### src/rtl/adder_pkg.sv
// Shared definitions for the adder family: block width, default operand width
// and the 4-bit lookahead carry equations.
package adder_pkg;

  localparam int unsigned CLA_BLOCK       = 4;
  localparam int unsigned ADDER_W_DEFAULT = 64;

  // Returns the carries into bits 0..3 of a 4-bit group, all two levels deep
  function automatic logic [3:0] cla4_carries(
    input logic [3:0] g,
    input logic [3:0] p,
    input logic       c0
  );
    logic [3:0] c;
    c[0] = c0;
    c[1] = g[0] | (p[0] & c0);
    c[2] = g[1] | (p[1] & g[0]) | (p[1] & p[0] & c0);
    c[3] = g[2] | (p[2] & g[1]) | (p[2] & p[1] & g[0]) | (p[2] & p[1] & p[0] & c0);
    return c;
  endfunction

endpackage

### src/rtl/cla_block4.sv
// 4-bit carry-lookahead block: local sum from its block carry-in, plus group
// generate/propagate for the inter-block carry chain.
module cla_block4
  import adder_pkg::*;
(
  input  logic [3:0] a,
  input  logic [3:0] b,
  input  logic       cin,
  output logic [3:0] sum,
  output logic       G,
  output logic       P
);

  logic [3:0] g;
  logic [3:0] p;
  logic [3:0] c;

  always_comb begin
    g   = a & b;
    p   = a ^ b;
    c   = cla4_carries(g, p, cin);
    sum = p ^ c;
    G   = g[3] | (p[3] & g[2]) | (p[3] & p[2] & g[1]) | (p[3] & p[2] & p[1] & g[0]);
    P   = &p;
  end

endmodule

### src/rtl/cla_adder.sv
// N-bit carry-lookahead adder built from 4-bit blocks, with a combinational
// result and a one-cycle registered copy.
module cla_adder
  import adder_pkg::*;
#(
  parameter int unsigned N = ADDER_W_DEFAULT
) (
  input  logic         clk,
  input  logic         rst,
  input  logic [N-1:0] A,
  input  logic [N-1:0] B,
  input  logic         Cin,
  output logic [N-1:0] Sum,
  output logic         Cout,
  output logic [N-1:0] Sum_q,
  output logic         Cout_q
);

  localparam int unsigned NB = N / CLA_BLOCK;

  logic [NB:0]   c_blk;
  logic [NB-1:0] blk_g;
  logic [NB-1:0] blk_p;

  for (genvar k = 0; k < NB; k++) begin : g_blk
    cla_block4 u_blk (
      .a   (A[k*CLA_BLOCK +: CLA_BLOCK]),
      .b   (B[k*CLA_BLOCK +: CLA_BLOCK]),
      .cin (c_blk[k]),
      .sum (Sum[k*CLA_BLOCK +: CLA_BLOCK]),
      .G   (blk_g[k]),
      .P   (blk_p[k])
    );
  end

  // Chain kept in one process so the self-referencing vector evaluates in order
  always_comb begin
    c_blk    = '0;
    c_blk[0] = Cin;
    for (int unsigned k = 0; k < NB; k++) begin
      c_blk[k+1] = blk_g[k] | (blk_p[k] & c_blk[k]);
    end
  end

  assign Cout = c_blk[NB];

  logic [N-1:0] sum_d, sum_q;
  logic         cout_d, cout_q;

  always_comb begin
    sum_d  = Sum;
    cout_d = Cout;
  end

  always_ff @(posedge clk) begin
    if (rst) begin
      sum_q  <= '0;
      cout_q <= 1'b0;
    end else begin
      sum_q  <= sum_d;
      cout_q <= cout_d;
    end
  end

  assign Sum_q  = sum_q;
  assign Cout_q = cout_q;

endmodule

### config.mk
export PLATFORM = sky130hd
export DESIGN_NAME = cla_adder
export DESIGN_NICKNAME = d
export VERILOG_FILES = /design/src/rtl/adder_pkg.sv /design/src/rtl/cla_block4.sv /design/src/rtl/cla_adder.sv
export SDC_FILE = /design/constraint.sdc
export NUM_CORES = 1
export LEC_CHECK = 0
export ABC_AREA = 1
export CAP_MARGIN = 10
export CORE_ASPECT_RATIO = 1.75
export CORE_UTILIZATION = 36
export CTS_BUF_LIST = sky130_fd_sc_hd__clkbuf_2
export CTS_CLUSTER_SIZE = 25
export DETAILED_ROUTE_END_ITERATION = 10
export PLACE_DENSITY = 0.76
export REMOVE_ABC_BUFFERS = 1
export SETUP_SLACK_MARGIN = 0.4
export SLEW_MARGIN = 10
export SYNTH_ARGS = -nofsm -noshare
export SYNTH_HDL_FRONTEND = slang
export SYNTH_SLANG_ARGS = --single-unit
### constraint.sdc
create_clock -name clk -period 13.9 [get_ports clk]
set_clock_uncertainty 0.15 [all_clocks]
set_input_delay 2.78 -clock clk [delete_from_list [all_inputs] [get_ports clk]]
set_output_delay 2.78 -clock clk [all_outputs]
set_load 0.05 [all_outputs]
Yosys cells after proc, flatten, opt, wreduce, memory -nomap -nowiden
Cells that the tools add are included.
{"block": "totals", "word_cells": 466, "in_bits": 131, "reg_bits": 65, "out_inout_bits": 130}
{"block": "op_classes", "n_reduce_logical": 16, "n_bitwise": 448}
{"op": "1-bit bitwise AND", "n": 240}
{"op": "1-bit OR", "n": 160}
{"op": "4-bit XOR", "n": 32}
{"op": "4-bit bitwise AND", "n": 16}
{"op": "4-bit AND reduction", "n": 16}

Longest topological paths before layout
{"block": "logic_depth", "ltp_word": 37, "depth_mapped": 38, "mapped_depth_nobuf": 38}

Modules after synthesis
A second synthesis with hierarchy kept.
{"block": "unflattened", "hier_cells": 761, "hier_area_um2": 5382.7}
{"module": "cla_block4 at g_blk[15].u_blk ...", "seq_area_each_um2": 0.0, "area_per_inst_um2": 210.2, "cells_each": 32, "instances": 10}
{"module": "cla_adder", "seq_area_each_um2": 1301.2, "area_per_inst_um2": 2072.0, "cells_each": 249, "instances": 1}
{"module": "cla_block4 at g_blk[0].u_blk ...", "seq_area_each_um2": 0.0, "area_per_inst_um2": 201.4, "cells_each": 32, "instances": 6}

Worst setup path after synthesis
Ideal clock, no wire load.
{"block": "synth_path", "kind": "input to output", "startpoint": "input A[7]", "endpoint": "output Sum[61]", "cell_stages": 34, "path_slack_ns": 4.885, "n_path_buf": 0, "t_required_ns": 10.970, "arrival_ns": 6.085, "cell_sequence": "ha_1 -> a21oi_2 -> nand2_1 -> a21oi_2 -> nand2_4 -> nand2_4 -> nand2_4 -> nand2_4 -> nand2_4 -> nand2_4 -> nand2_4 -> nand2_4 -> nand2_4 -> nand2_4 -> nand2_4 -> nand2_4 -> nand2_4 -> nand2_4 -> nand2_4 -> nand2_4 -> nand2_4 -> nand2_4 -> nand2_4 -> nand2_4 -> nand2_4 -> nand2_4 -> nand2_4 -> nand2_4 -> nand2_4 -> nand2_4 -> nand2_4 -> fa_1 -> or2_2 -> nand2_1"}
{"block": "synth_between", "elab_chain_cells": 35, "word_cells_on_any_way": 42, "cone_classes": "41 x bitwise; 1 x reduce/logical"}
{"element": "start, declared", "line": "cla_adder.sv:10", "rtl": "input logic [N-1:0] A,"}
{"element": "4-bit XOR", "line": "cla_block4.sv:20", "rtl": "p = a ^ b;"}
{"element": "1-bit bitwise AND", "line": "cla_block4.sv:23", "rtl": "G = g[3] | (p[3] & g[2]) | (p[3] & p[2] & g[1]) | (p[3] & p[2] & p[1] & g[0]);"}
{"element": "1-bit OR or 1-bit bitwise AND (tied branches) (2 in series)", "line": "cla_block4.sv:23"}
{"element": "1-bit OR", "line": "cla_block4.sv:23"}
{"element": "1-bit OR (*)", "line": "cla_adder.sv:41", "rtl": "c_blk[k+1] = blk_g[k] | (blk_p[k] & c_blk[k]);"}
{"element": "1-bit bitwise AND (*)", "line": "cla_adder.sv:41"}
{"element": "1-bit OR (*)", "line": "cla_adder.sv:41"}
{"element": "1-bit bitwise AND (*)", "line": "cla_adder.sv:41"}
{"element": "[... 18 more ...]"}
{"element": "1-bit OR (*)", "line": "cla_adder.sv:41"}
{"element": "1-bit bitwise AND (*)", "line": "cla_adder.sv:41"}
{"element": "1-bit OR (*)", "line": "cla_adder.sv:41"}
{"element": "1-bit bitwise AND (*)", "line": "cla_adder.sv:41"}
{"element": "1-bit OR (*)", "line": "cla_adder.sv:41"}
{"element": "1-bit bitwise AND (*)", "line": "adder_pkg.sv:16", "rtl": "c[1] = g[0] | (p[0] & c0);"}
{"element": "1-bit OR (*)", "line": "adder_pkg.sv:16"}
{"element": "4-bit XOR (*)", "line": "cla_block4.sv:22", "rtl": "sum = p ^ c;"}
{"element": "end, declared", "line": "cla_adder.sv:13", "rtl": "output logic [N-1:0] Sum,"}
Every way passes the cells marked *; elsewhere a longest branch is shown, timed or not.

Worst setup path in the final report
{"block": "layout_path", "startpoint": "input A[13]", "endpoint": "output Sum[61]"}
{"block": "layout_between", "elab_chain_cells": 30, "word_cells_on_any_way": 35, "cone_classes": "34 x bitwise; 1 x reduce/logical"}
{"element": "4-bit bitwise AND or 4-bit XOR (tied branches)", "line": "cla_block4.sv:19, cla_block4.sv:20"}
{"element": "1-bit bitwise AND", "line": "cla_block4.sv:23"}
{"element": "1-bit OR or 1-bit bitwise AND (tied branches)", "line": "cla_block4.sv:23"}
{"element": "1-bit OR", "line": "cla_block4.sv:23"}
{"element": "1-bit OR (*)", "line": "cla_adder.sv:41"}
{"element": "1-bit bitwise AND (*)", "line": "cla_adder.sv:41"}
{"element": "1-bit OR (*)", "line": "cla_adder.sv:41"}
{"element": "1-bit bitwise AND (*)", "line": "cla_adder.sv:41"}
{"element": "[... 14 more ...]"}
{"element": "1-bit OR (*)", "line": "cla_adder.sv:41"}
{"element": "1-bit bitwise AND (*)", "line": "cla_adder.sv:41"}
{"element": "1-bit OR (*)", "line": "cla_adder.sv:41"}
{"element": "1-bit bitwise AND (*)", "line": "cla_adder.sv:41"}
{"element": "1-bit OR (*)", "line": "cla_adder.sv:41"}
{"element": "1-bit bitwise AND (*)", "line": "adder_pkg.sv:16"}
{"element": "1-bit OR (*)", "line": "adder_pkg.sv:16"}
{"element": "4-bit XOR (*)", "line": "cla_block4.sv:22"}
Marked as above.

==> impl_metrics.xml <==
<?xml version="1.0" encoding="UTF-8"?>
<metrics>
  <group name="grt">
    <metric name="grt_pass1_vias" unit="">4635</metric>
    <metric name="grt_first_pass_wirelength" unit="mm">21.3</metric>
    <metric name="track_usage" unit="">0.206</metric>
    <metric name="grt_antenna_before_repair" unit="">1</metric>
    <metric name="grt-ovfl-total" unit="">0</metric>
    <metric name="grt_max_degree" unit="">66</metric>
  </group>
  <group name="clocking">
    <metric name="number_of_h_tree_branching_levels" unit="">3</metric>
    <metric name="tritoncts_sinks" unit="">65</metric>
    <metric name="clkSlewWorstSetupHoldPaths" unit="ns">0.21</metric>
    <metric name="cts_buffers" unit="">9</metric>
    <metric name="ctsResizeCount" unit="">0</metric>
    <metric name="clk_path_buf_depth" unit="">2</metric>
    <metric name="tritoncts" unit="">yes</metric>
    <metric name="post_cts.repair.setup_buffers" unit="">0</metric>
    <metric name="clock_tree.root_cell" unit="">sky130_fd_sc_hd__clkbuf_2</metric>
    <metric name="hold_fix_buffers_at_cts" unit="">0</metric>
  </group>
  <group name="routing">
    <metric name="final_antenna_net_count" unit="">0</metric>
    <metric name="routed_wl" unit="mm">13.6</metric>
    <metric name="routed-via-count" unit="">4717</metric>
    <metric name="drt_drc_violations_left" unit="">0</metric>
    <metric name="drt_first_pass_iters" unit="">4</metric>
    <metric name="detail_route.wl_per_cell" unit="um">13.1</metric>
    <metric name="route.detailed.vias_per_inst" unit="">4.51</metric>
    <metric name="drt_iter0_drc" unit="">93</metric>
  </group>
  <group name="floorplanning">
    <metric name="fp.dieH" unit="um">153</metric>
    <metric name="design.die.area" unit="um^2">13500</metric>
    <metric name="die_w" unit="um">88.3</metric>
    <metric name="design.core.area" unit="um^2">12600</metric>
    <metric name="initial_utilization" unit="">0.374</metric>
    <metric name="pin_count" unit="">261</metric>
    <metric name="placementRows" unit="">54</metric>
  </group>
  <group name="worst_setup_path">
    <metric name="timing_worst_setup_path_type" unit="">in2out</metric>
    <metric name="timing.critical_path.slowest_stage_cell" unit="">sky130_fd_sc_hd__clkdlybuf4s50_1</metric>
    <metric name="end_kind" unit="">output pin</metric>
    <metric name="critical_path.max_fanout" unit="">4</metric>
    <metric name="timing.critical_path.required" unit="ns">10.97</metric>
    <metric name="crit_path_frequent_cell" unit="">sky130_fd_sc_hd__nand2_4</metric>
    <metric name="worst_path_largest_cell_delay" unit="ns">0.80</metric>
    <metric name="cp-start-kind" unit="">input port</metric>
    <metric name="arrival" unit="ns">7.26</metric>
  </group>
  <group name="hold_path">
    <metric name="hold_path_class" unit="">in2reg</metric>
    <metric name="min_delay_path_depth" unit="">3</metric>
    <metric name="hold_start" unit="">rst</metric>
    <metric name="worst_hold_path.endpoint" unit="">Sum_q[60]</metric>
  </group>
  <group name="yosys">
    <metric name="netlist_area" unit="um^2">4700</metric>
    <metric name="netlist.area_leader.share" unit="">0.277</metric>
    <metric name="synthDistinctLibCells" unit="">25</metric>
    <metric name="synth-seq-area-share" unit="">0.277</metric>
    <metric name="synth.area.top_cells" unit="">sky130_fd_sc_hd__dfxtp_1, sky130_fd_sc_hd__ha_1, sky130_fd_sc_hd__nand2_1</metric>
    <metric name="synth-async-reset-ratio" unit="">0</metric>
    <metric name="ys.warnings.count" unit="">0</metric>
    <metric name="postSynthRegisterBits" unit="">65</metric>
    <metric name="netlist_top_cells_count" unit="">sky130_fd_sc_hd__nand2_1, sky130_fd_sc_hd__inv_1, sky130_fd_sc_hd__nor2_1</metric>
    <metric name="synth_ff_type" unit="">sky130_fd_sc_hd__dfxtp_1</metric>
    <metric name="synth_enable_flop_cells" unit="">0</metric>
    <metric name="synth.avg_cell_area" unit="um^2">7.74</metric>
    <metric name="most_common_cell_in_the_netlist" unit="">sky130_fd_sc_hd__nand2_1</metric>
    <metric name="yosys.area.top_type" unit="">sky130_fd_sc_hd__dfxtp_1</metric>
    <metric name="synthesis.instances" unit="">607</metric>
  </group>
  <group name="finish">
    <metric name="final_core_util" unit="">0.604</metric>
    <metric name="fin_nets" unit="">1083</metric>
    <metric name="final_layout_size_suffix_gt1_frac" unit="">0.0845</metric>
    <metric name="area_growth" unit="%">61.6</metric>
  </group>
  <group name="timing">
    <metric name="timing_hold_violations_final" unit="">0</metric>
    <metric name="report.final.setup_viol" unit="">0</metric>
    <metric name="tightestPinTransition" unit="ns">0.762</metric>
    <metric name="max_slew_margin" unit="">0.492</metric>
    <metric name="final.period_utilization" unit="">0.733</metric>
    <metric name="unrepaired_setup_endpoints_after_global_routing" unit="">false</metric>
    <metric name="final_critical_path_required_period" unit="ns">10.19</metric>
    <metric name="setup_total_negative_slack" unit="ns">0</metric>
    <metric name="max_freq" unit="GHz">0.0981</metric>
    <metric name="slew_viol_final" unit="">0</metric>
  </group>
  <group name="run_status">
    <metric name="outcome" unit="">completed</metric>
  </group>
  <group name="power">
    <metric name="leakage" unit="uW">0.00375</metric>
    <metric name="max-vdd-ir-drop" unit="mV">0.0633</metric>
    <metric name="cellPowerDensity" unit="nW/um^2">114</metric>
    <metric name="fin_total_pwr" unit="uW">868</metric>
  </group>
  <group name="placement">
    <metric name="numPortBuffers" unit="">260</metric>
    <metric name="gpl.final_weighted_congestion" unit="">0.866</metric>
    <metric name="dpl.hpwl" unit="mm">11.6</metric>
  </group>
  <group name="job">
    <metric name="drv.max_cap_violation_count" unit="">0</metric>
  </group>
</metrics>
worst max path at each step:
stage          slack [ns]  depth (start not counted)      end  startpoint
4_1_cts              3.68                         32  Sum[61]       A[13]
5_1_grt              3.42                         32  Sum[61]       A[13]
2_1_floorplan        4.88                         34  Sum[61]        A[7]
3_3_place_gp         3.76                         38  Sum[61]        A[2]
3_5_place_dp         3.68                         38  Sum[61]        A[0]
6_report             3.71                         32  Sum[61]       A[13]
kinds of logic (layout without fill, tap and decap cells):
| group | Yosys count | after routing | synth area share |
|---|---|---|---|
| XOR/XNOR | 17 | 17 | 0.0317 |
| AND/OR/NAND/NOR | 274 | 274 | 0.293 |
| adder cells (fa/ha/maj) | 80 | 80 | 0.239 |
| buffers and inverters | 108 | 377 | 0.0863 |
| flip-flops | 65 | 65 | 0.277 |
| AO/OA/AOI/OAI | 63 | 63 | 0.0730 |
| other | 0 | 1 | 0 |
final cells by class:
class	instances	area, um^2
Sequential cell	65	1300
Tap cell	168	210
Clock buffer	11	55.1
Antenna cell	1	2.50
Fill cell	1156	4980
Timing Repair Buffer	261	2610
Clock inverter	4	45.0
Multi-Input combinational cell	434	2990
Inverter	101	379
cells in the final DEF (no fill, tap or decap), types with 12 or more instances in the layout:
| cell | Yosys | layout |
|---|---|---|
| sky130_fd_sc_hd__nand2_1 | 103 | 103 |
| sky130_fd_sc_hd__dfxtp_1 | 65 | 65 |
| sky130_fd_sc_hd__xor2_1 | 17 | 17 |
| sky130_fd_sc_hd__and2_1 | 13 | 13 |
| sky130_fd_sc_hd__inv_1 | 100 | 100 |
| sky130_fd_sc_hd__ha_1 | 64 | 64 |
| sky130_fd_sc_hd__or2_2 | 16 | 16 |
| sky130_fd_sc_hd__nand3_1 | 36 | 36 |
| sky130_fd_sc_hd__nor2_1 | 69 | 69 |
| sky130_fd_sc_hd__clkdlybuf4s50_1 | 0 | 259 |
| sky130_fd_sc_hd__o21ai_0 | 12 | 12 |
| sky130_fd_sc_hd__nand2_4 | 27 | 27 |
| sky130_fd_sc_hd__fa_1 | 16 | 16 |
| sky130_fd_sc_hd__a21oi_1 | 43 | 43 |
where the power goes:
part           internal, uW  switching [uW]
logic                   192             350
clock network          41.3            69.7
registers               210            5.61
metal layers:
metal  up-vias  track usage  share of wire
met3        30       0.0686          0.077
met1      2086        0.187           0.33
met4         0       0.0952          0.038
met2       170        0.393           0.55
met5         -            0              0
li1       2431            -              -
registers in the layout, indices dropped and copies added, names as in the netlist:
register  flops
Sum_q        64
Cout_q        1
stage by stage:
stage / setup WS [ns] / hold WS, ns / std cells / cell area (um^2)
after floorplan: 4.88 / 2.70 / 600 / 4670
after global placement: 3.76 / 3.30 / 1029 / 7490
after detailed placement: 3.68 / 3.31 / 1029 / 7490
after CTS: 3.68 / 2.69 / 1044 / 7590
after global routing: 3.42 / 2.70 / 1045 / 7590
final: 3.71 / 2.73 / 1045 / 7590
critical path, delay by kind of cell:
family | cells | cell delay (ns)
buffers and inverters | 2 | 1.21
AOI/OAI and AO/OA | 3 | 0.60
and+or+nand+nor | 25 | 1.94
adders and majority gates | 2 | 0.73
(Power assumes the default switching activity.)
